--- config.mk ---
export PLATFORM = sky130hd
export DESIGN_NAME = seq_divider
export DESIGN_NICKNAME = d
export VERILOG_FILES = /design/src/rtl/seq_divider.sv
export SDC_FILE = /design/constraint.sdc
export NUM_CORES = 1
export LEC_CHECK = 0
export CAP_MARGIN = 40
export CELL_PAD_IN_SITES_DETAIL_PLACEMENT = 0
export CELL_PAD_IN_SITES_GLOBAL_PLACEMENT = 1
export CORE_MARGIN = 2
export CORE_UTILIZATION = 30
export CTS_BUF_LIST = sky130_fd_sc_hd__clkbuf_8
export CTS_CLUSTER_DIAMETER = 40
export DETAILED_ROUTE_END_ITERATION = 8
export PLACE_DENSITY_LB_ADDON = 0.15
export SYNTH_ARGS = -nofsm -noshare
export SYNTH_HDL_FRONTEND = slang
export SYNTH_SLANG_ARGS = --single-unit
--- constraint.sdc ---
create_clock -name clk -period 3.7 [get_ports clk]
set_clock_uncertainty 0.1 [all_clocks]
set_input_delay 0.74 -clock clk [delete_from_list [all_inputs] [get_ports clk]]
set_output_delay 0.74 -clock clk [all_outputs]
set_load 0.005 [all_outputs]
--- src/rtl/seq_divider.sv ---
// Sequential restoring divider, signed/unsigned, one quotient bit per clock.
// Latency: done pulses WIDTH+1 edges after acceptance (divide-by-zero: next cycle).
// Backpressure: ready low while iterating; start accepted in IDLE or DONE (back-to-back).
`timescale 1ns/1ps
module seq_divider #(
  parameter int WIDTH     = 8,
  parameter int SIGNED_EN = 1
) (
  input  logic             clk,
  input  logic             rst,
  input  logic             start,
  output logic             ready,
  input  logic [WIDTH-1:0] dividend,
  input  logic [WIDTH-1:0] divisor,
  input  logic             signed_op,
  output logic             done,
  output logic [WIDTH-1:0] quotient,
  output logic [WIDTH-1:0] remainder,
  output logic             div_by_zero
);

  localparam int CW = $clog2(WIDTH);

  typedef enum logic [1:0] {IDLE, CALC, DONE} state_t;

  state_t           state_q;
  logic [CW-1:0]    cnt_q;
  logic             fin_q;        // all WIDTH iterations have been applied
  logic [WIDTH-1:0] dvd_q;        // dividend magnitude, shifted out MSB first
  logic [WIDTH-1:0] dvs_q;        // divisor magnitude
  logic [WIDTH-1:0] quo_q;        // quotient magnitude being built
  logic [WIDTH-1:0] part_q;       // partial remainder
  logic             q_neg_q;
  logic             r_neg_q;
  logic             ready_q;
  logic             done_q;
  logic             dbz_q;
  logic [WIDTH-1:0] quotient_q;
  logic [WIDTH-1:0] remainder_q;

  logic             accept_d;
  logic             signed_mode_d;
  logic             dvd_neg_d;
  logic             dvs_neg_d;
  logic [WIDTH-1:0] dvd_mag_d;
  logic [WIDTH-1:0] dvs_mag_d;
  logic [WIDTH:0]   shift_d;
  logic [WIDTH:0]   trial_d;
  logic [WIDTH-1:0] part_d;
  logic [WIDTH-1:0] quo_d;
  logic [WIDTH-1:0] q_fix_d;
  logic [WIDTH-1:0] r_fix_d;

  // Operand magnitudes, one restoring step, and final sign correction.
  always_comb begin
    accept_d      = start && ready_q;
    signed_mode_d = (SIGNED_EN != 0) && signed_op;
    dvd_neg_d     = signed_mode_d && dividend[WIDTH-1];
    dvs_neg_d     = signed_mode_d && divisor[WIDTH-1];
    dvd_mag_d     = dvd_neg_d ? (~dividend + WIDTH'(1)) : dividend;
    dvs_mag_d     = dvs_neg_d ? (~divisor + WIDTH'(1)) : divisor;

    // Partial remainder is always below the divisor, so the difference
    // fits in WIDTH+1 bits and its MSB is a reliable sign.
    shift_d = {part_q, dvd_q[WIDTH-1]};
    trial_d = shift_d - {1'b0, dvs_q};
    if (trial_d[WIDTH]) begin
      part_d = shift_d[WIDTH-1:0];
      quo_d  = {quo_q[WIDTH-2:0], 1'b0};
    end else begin
      part_d = trial_d[WIDTH-1:0];
      quo_d  = {quo_q[WIDTH-2:0], 1'b1};
    end

    // MIN / -1 yields magnitude MIN with positive sign, which wraps to MIN.
    q_fix_d = q_neg_q ? (~quo_q + WIDTH'(1)) : quo_q;
    r_fix_d = r_neg_q ? (~part_q + WIDTH'(1)) : part_q;
  end

  // Control FSM, datapath state and registered outputs.
  always_ff @(posedge clk) begin
    if (rst) begin
      state_q     <= IDLE;
      cnt_q       <= '0;
      fin_q       <= 1'b0;
      dvd_q       <= '0;
      dvs_q       <= '0;
      quo_q       <= '0;
      part_q      <= '0;
      q_neg_q     <= 1'b0;
      r_neg_q     <= 1'b0;
      ready_q     <= 1'b1;
      done_q      <= 1'b0;
      dbz_q       <= 1'b0;
      quotient_q  <= '0;
      remainder_q <= '0;
    end else begin
      case (state_q)
        IDLE, DONE: begin
          done_q  <= 1'b0;
          ready_q <= 1'b1;
          state_q <= IDLE;
          if (accept_d) begin
            dvd_q   <= dvd_mag_d;
            dvs_q   <= dvs_mag_d;
            quo_q   <= '0;
            part_q  <= '0;
            q_neg_q <= dvd_neg_d ^ dvs_neg_d;
            r_neg_q <= dvd_neg_d;
            cnt_q   <= CW'(WIDTH - 1);
            fin_q   <= 1'b0;
            if (divisor == '0) begin
              // Nothing to iterate: report immediately with the raw dividend.
              state_q     <= DONE;
              done_q      <= 1'b1;
              dbz_q       <= 1'b1;
              quotient_q  <= '1;
              remainder_q <= dividend;
            end else begin
              state_q <= CALC;
              ready_q <= 1'b0;
            end
          end
        end
        CALC: begin
          if (!fin_q) begin
            dvd_q  <= dvd_q << 1;
            part_q <= part_d;
            quo_q  <= quo_d;
            if (cnt_q == '0) begin
              fin_q <= 1'b1;
            end else begin
              cnt_q <= cnt_q - CW'(1);
            end
          end else begin
            state_q     <= DONE;
            ready_q     <= 1'b1;
            done_q      <= 1'b1;
            dbz_q       <= 1'b0;
            quotient_q  <= q_fix_d;
            remainder_q <= r_fix_d;
          end
        end
        default: begin
          state_q <= IDLE;
          ready_q <= 1'b1;
          done_q  <= 1'b0;
        end
      endcase
    end
  end

  assign ready       = ready_q;
  assign done        = done_q;
  assign quotient    = quotient_q;
  assign remainder   = remainder_q;
  assign div_by_zero = dbz_q;

endmodule

==> results.json, run 1 <==
{
  "run_status": "finished, final reports clean",
  "cp.buffers_inverters": 1,
  "synth_adder_area_share_pct": 6.07,
  "holdWs_ps": 361,
  "dp.cells": 558,
  "min_path_type": "reg -> reg",
  "cts_root_buffer": "clkbuf_8",
  "muxShareOfSynthArea_pct": 2.80,
  "syn_to_final_growth_pct": 23.8,
  "rsz0062_at_grt": "false",
  "post-route-min-period_ps": 2610,
  "drc": 0,
  "postCtsSetupRepairBufs": 0,
  "synth.distinct_cells": 45,
  "cpPeakStageDelay_ps": 410,
  "cp.arrival_ps": 2740,
  "initial_core_util_pct": 31.0,
  "hold_viol_final": 0,
  "multi_input_area_um2": 1890,
  "grt_pass1_wl_um": 13600,
  "path_class": "reg -> reg",
  "vias_per_cell": 4.79,
  "path_cells": "inv_1 -> ha_1 -> fa_1 -> nand2b_1 -> a21oi_2 -> o22ai_2 -> xnor2_4 -> mux2i_1 -> a22o_1",
  "io_pins": 39,
  "die_h_um": 108,
  "required_ps": 3830,
  "stdcell_count": 575,
  "tns_ps": 0,
  "h-tree-depth": 3,
  "numCtsBuffers": 9,
  "synth_top_area_share_pct": 36.1,
  "path_max_fanout": 10,
  "gr-total-overflow": 0,
  "regToRegSetupSlack_ps": 1090,
  "grt.total_usage_pct": 14.9,
  "cpMaxStageDelayCell": "fa_1",
  "synth_compound_area_share_pct": 22.2,
  "grt_max_degree": 29,
  "syn_inst": 397,
  "holdBufCountCts": 0,
  "critical_path.top_delay_family": "compound AO/OA/AOI/OAI gates",
  "dieArea_um2": 11600,
  "fin_nets": 469,
  "max_slew.worst_pin.slew_ps": 642,
  "peakVddDrop_mv": 0.291,
  "yosysTopAreaCell": "dfxtp_1",
  "synth_area_per_cell_um2": 8.10,
  "placementRows": 37,
  "synth-xor-area-share_pct": 7.40,
  "path_clk_slew_ps": 70,
  "end_kind": "flip-flop",
  "drv_cap": 0,
  "clk_latency_ps": 340,
  "p_total_uw": 1930,
  "seq_area_frac_synth_pct": 36.1,
  "n_antenna_cell": 0,
  "post_drt_wl_per_cell_um": 13.8,
  "cts.sinks": 58,
  "final-seq-area_um2": 1160,
  "layout-drive-gt1-share_pct": 9.34,
  "hpwl_um": 5940,
  "max_freq_mhz": 383,
  "synth_top_family_by_area": "compound AO/OA/AOI/OAI gates",
  "placement.io_buffers": 38,
  "gp_congestion": 0.804,
  "drt_first_pass_iters": 4,
  "p_leak_uw": 0.00149,
  "ys_top_cells_by_area": "dfxtp_1 (36%), nor2_1 (9.5%), ha_1 (5.4%)",
  "ctsResizeCount": 0,
  "ant_nets": 0,
  "coreArea_um2": 10400,
  "syn_area_um2": 3210,
  "slew_headroom_pct": 57.2,
  "ys_ff_latch": 58,
  "finalSetupViolCount": 0,
  "cts_buffer_depth": 2,
  "tritoncts": "yes",
  "worstSetupStartpointType": "flip-flop",
  "vias": 2756,
  "finalMaxSlewViolations": 0,
  "grt_pass1_vias": 2680,
  "mappedNetlistNets": 432,
  "p_per_area_nw_per_um2": 484,
  "yosysWarnings": 0,
  "routed_wl_um": 7960,
  "die_x_um": 108,
  "min_period_over_period_pct": 70.5,
  "nFillCells": 1107,
  "drt_iter0_markers": 101,
  "yosys.area_share.simple_pct": 20.4,
  "antenna_found_initial": 0
}
## layout by cell type, fill, tap and decap left out, types with 4 or more instances in the layout
master | Yosys | routed
a22oi_1 | 10 | 10
or3_1 | 4 | 4
nand2_1 | 31 | 31
o21ai_0 | 5 | 5
ha_1 | 14 | 14
xnor2_1 | 15 | 15
xor2_1 | 9 | 9
inv_1 | 18 | 18
a21oi_1 | 29 | 29
dfxtp_1 | 58 | 58
nand2b_1 | 7 | 7
o31ai_1 | 5 | 5
mux2i_1 | 9 | 9
a211oi_1 | 16 | 16
o21ai_1 | 7 | 7
nor2_1 | 81 | 81
clkbuf_8 | 0 | 9
buf_4 | 0 | 8
a211oi_2 | 8 | 8
nor3_1 | 12 | 12
clkdlybuf4s50_1 | 0 | 37
nor2b_1 | 4 | 4
## cell type report
type                            instances  area share, %
Tap cell                              136           4.28
Timing Repair Buffer                   47           11.1
Clock buffer                            9           3.11
Inverter                               18           1.70
Sequential cell                        58           29.2
Multi-Input combinational cell        300           47.5
Clock inverter                          7           3.14
## where the power goes
group,internal [uW],switching [uW]
Sequential,667,37.3
Combinational,216,267
Clock,453,287
## path summary, 6_finish.rpt
check,startpoint,to,cells past startpoint
hold reg to reg,dvs_q[0]$_SDFFE_PP0P_,dvs_q[0]$_SDFFE_PP0P_,2
hold / removal,dvs_q[0]$_SDFFE_PP0P_,dvs_q[0]$_SDFFE_PP0P_,2
setup / recovery,dvd_q[7]$_SDFFE_PP0P_,part_q[1]$_SDFFE_PP0P_,9
setup reg to reg,dvd_q[7]$_SDFFE_PP0P_,part_q[1]$_SDFFE_PP0P_,9
## synthesized netlist by cell type, drive strengths merged
cell type,count
or2,1
fa,1
nor2,81
o221ai,1
clkbuf,18
a21oi,31
buf,3
nor4,3
nor2b,4
xor2,9
and2,1
o21a,2
xnor2,16
a211oi,24
o22ai,3
a2bb2oi,1
o211ai,2
a221oi,1
a21o,1
a311oi,3
o31ai,5
o31a,1
o41ai,1
mux2i,9
ha,14
a22o,2
nand2b,7
nand3b,1
inv,18
nor3,13
or4,1
nand2,31
or3,4
dfxtp,58
o21ai,12
a22oi,10
o21bai,1
nand3,3
## registers in the layout, indices dropped and copies added (netlist names)
register,count
div_by_zero,1
remainder,8
quo_q,8
done,1
fin_q,1
dvd_q,8
part_q,8
q_neg_q,1
cnt_q,3
ready,1
dvs_q,8
state_q,1
quotient,8
r_neg_q,1
## worst reg2reg max path: cells and delay by family, from the launching register on
family	cells	cell delay [ps]
mux	1	140
flops	1	310
xor+xnor	1	410
fa+ha+maj	2	640
compound gates	3	650
simple gates	1	200
buf+inv	1	70
## per-stage QoR
step	instance area (um^2)	utilization [%]	setup WS (ps)
2_1_floorplan	3210	-	1420
3_3_place_gp	3730	35.9	770
3_5_place_dp	3730	35.9	717
4_1_cts	3980	38.3	1080
5_1_grt	3980	38.4	914
6_report	3980	38.4	1090
## logic make-up after synthesis
logic type | after synthesis
adder cells (fa/ha/maj) | 15
XOR/XNOR | 25
buffers and inverters | 39
AO/OA/AOI/OAI | 101
flip-flops | 58
AND/OR/NAND/NOR | 150
multiplexers | 9
## metal layers
layer | wire [um] | vias to the layer above | share of wire (%) | track usage, %
met3 | 297 | 10 | 3.7 | 2.66
met2 | 3390 | 43 | 43 | 22.2
met4 | 110 | 0 | 1.4 | 5.49
met5 | 0 | - | 0 | 0
li1 | - | 1461 | - | -
met1 | 4160 | 1242 | 52 | 21.3
Power figures use the tool's default switching activity.
==> inputs of run 2 (changes only) <==
Clock period 3.7 ns to 2.7 ns, I/O delays scaled along.
==> run 2 against run 1 <==
Compared with the run above:
- combinational power is 45% higher
- cell area is 1.1% higher
- worst hold slack better by 3.0 ps
- clock power is 13% higher
- fmax is 5.0% higher
- sequential share of layout area is 0.33 points lower
- total power is 30% higher
==> results.json, run 2 (synthesis results as in run 1) <==
{
  "run_status": "finished, final reports clean",
  "intPower_uw": 1710,
  "placement.io_buffers": 38,
  "rsz0062_at_grt": "false",
  "worstSetupStartpointType": "flip-flop",
  "gr-total-overflow": 0,
  "layout-drive-gt1-share_pct": 11.8,
  "cp.arrival_ps": 2620,
  "n_antenna_cell": 0,
  "antenna_found_initial": 0,
  "pwr-share-comb_pct": 28.0,
  "hold_viol_final": 0,
  "dieArea_um2": 11600,
  "syn_to_final_growth_pct": 25.2,
  "fin_nets": 481,
  "p_seq_share_pct": 38.6,
  "ctsResizeCount": 0,
  "path_cells": "inv_1 -> fa_1 -> nand2b_1 -> a21oi_2 -> o22ai_2 -> xnor2_4 -> mux2i_1 -> a22o_1",
  "tritoncts": "yes",
  "drt_first_pass_iters": 4,
  "grt_pass1_wl_um": 14000,
  "final_cell_mix": "nor2_1 (81), dfxtp_1 (58), clkdlybuf4s50_1 (37)",
  "routed_wl_um": 8180,
  "placementRows": 37,
  "vias": 2883,
  "p_leak_uw": 0.00153,
  "postCtsSetupRepairBufs": 0,
  "drv_cap": 0,
  "path_clk_slew_ps": 70,
  "p_per_area_nw_per_um2": 621,
  "max_freq_mhz": 403,
  "holdWs_ps": 364,
  "ant_nets": 0,
  "coreArea_um2": 10400,
  "finalSetupViolCount": 0,
  "holdBufCountCts": 0,
  "path_class": "reg -> reg",
  "vias_per_cell": 4.91,
  "p_sw_share_pct": 31.6,
  "grt_pass1_vias": 2806,
  "r2r_cells": 8,
  "die_h_um": 108,
  "io_pins": 39,
  "cts.sinks": 58,
  "peakVddDrop_mv": 0.275,
  "cpPeakStageDelay_ps": 450,
  "cts_buffer_depth": 2,
  "clk_latency_ps": 340,
  "cts_root_buffer": "clkbuf_8",
  "p_switching_uw": 789,
  "numCtsBuffers": 9,
  "final_common_cell": "nor2_1",
  "slew_headroom_pct": 55.2,
  "end_kind": "flip-flop",
  "finalMaxSlewViolations": 0,
  "gp_congestion": 0.746,
  "die_x_um": 108,
  "pwr-share-clk_pct": 33.4,
  "max_slew.worst_pin.slew_ps": 673,
  "drt_iter0_markers": 80,
  "min_path_type": "reg -> reg",
  "post_drt_wl_per_cell_um": 13.9,
  "hpwl_um": 6140,
  "path_max_fanout": 10,
  "required_ps": 2830,
  "tns_ps": 0,
  "p_total_uw": 2500,
  "cpMaxStageDelayCell": "fa_1",
  "h-tree-depth": 3,
  "min_period_over_period_pct": 92.0,
  "whs_path_depth": 2,
  "drc": 0,
  "post-route-min-period_ps": 2480,
  "grt_max_degree": 29,
  "initial_core_util_pct": 31.0,
  "grt.total_usage_pct": 15.3
}
-- run 2: changes by cell type in the layout (fill, tap and decap cells not counted), sizes merged --
| cell | change |
|---|---|
| buf | +13 |
| bufinv | -2 |
| clkbuf | +1 |
| clkinvlp | +1 |
| inv | -1 |
-- run 2: through the flow --
step | util [%] | cell area [um^2] | std cells | setup slack (ps)
CTS | 38.8 | 4030 | 587 | 194
global placement | 36.8 | 3820 | 570 | 88.9
floorplan | - | 3210 | 397 | 423
global route | 38.8 | 4030 | 587 | 41.4
finish | 38.8 | 4030 | 587 | 216
detailed placement | 36.8 | 3820 | 571 | 27.6
-- run 2: path summary, 6_finish.rpt --
check / end / startpoint / slack, ps
min: dvs_q[0]$_SDFFE_PP0P_ / dvs_q[0]$_SDFFE_PP0P_ / 360
max reg2reg: part_q[0]$_SDFFE_PP0P_ / part_q[0]$_SDFFE_PP0P_ / 220
min reg2reg: dvs_q[0]$_SDFFE_PP0P_ / dvs_q[0]$_SDFFE_PP0P_ / 360
max: part_q[0]$_SDFFE_PP0P_ / part_q[0]$_SDFFE_PP0P_ / 220
-- run 2: per-layer routing --
layer  share of wire (%)  track usage [%]  vias up
li1                    -                -     1481
met1                  52             21.5     1355
met2                  43             23.2       39
met3                 3.8             3.51        8
met4                 1.2             4.67        0
met5                   0                0        -
-- run 2: cell type report --
class,instances,area (um^2)
fillers,1120,6340
clock buffers,11,151
repair buffers,59,531
inverters,18,67.6
multi-input cells,300,1890
well taps,136,170
flip-flops and latches,58,1160
clock inverters,5,52.6
-- run 2: power groups by stage --
stage                     clock network [uW]  registers, uW  logic, uW
after floorplan                            0            969        501
after global placement                     0            984        698
after detailed placement                   0            985        704
after CTS                                859            965        708
after global routing                     906            973        790
final                                    836            964        699
-- run 2: critical path: cells and delay by family, from the launching register on --
family,cells,cell delay [ps]
AND/OR/NAND/NOR,1,200
buffers and inverters,1,130
flip-flops,1,440
AO/OA/AOI/OAI,3,540
multiplexers,1,130
adder cells (fa/ha/maj),1,450
XOR/XNOR,1,390
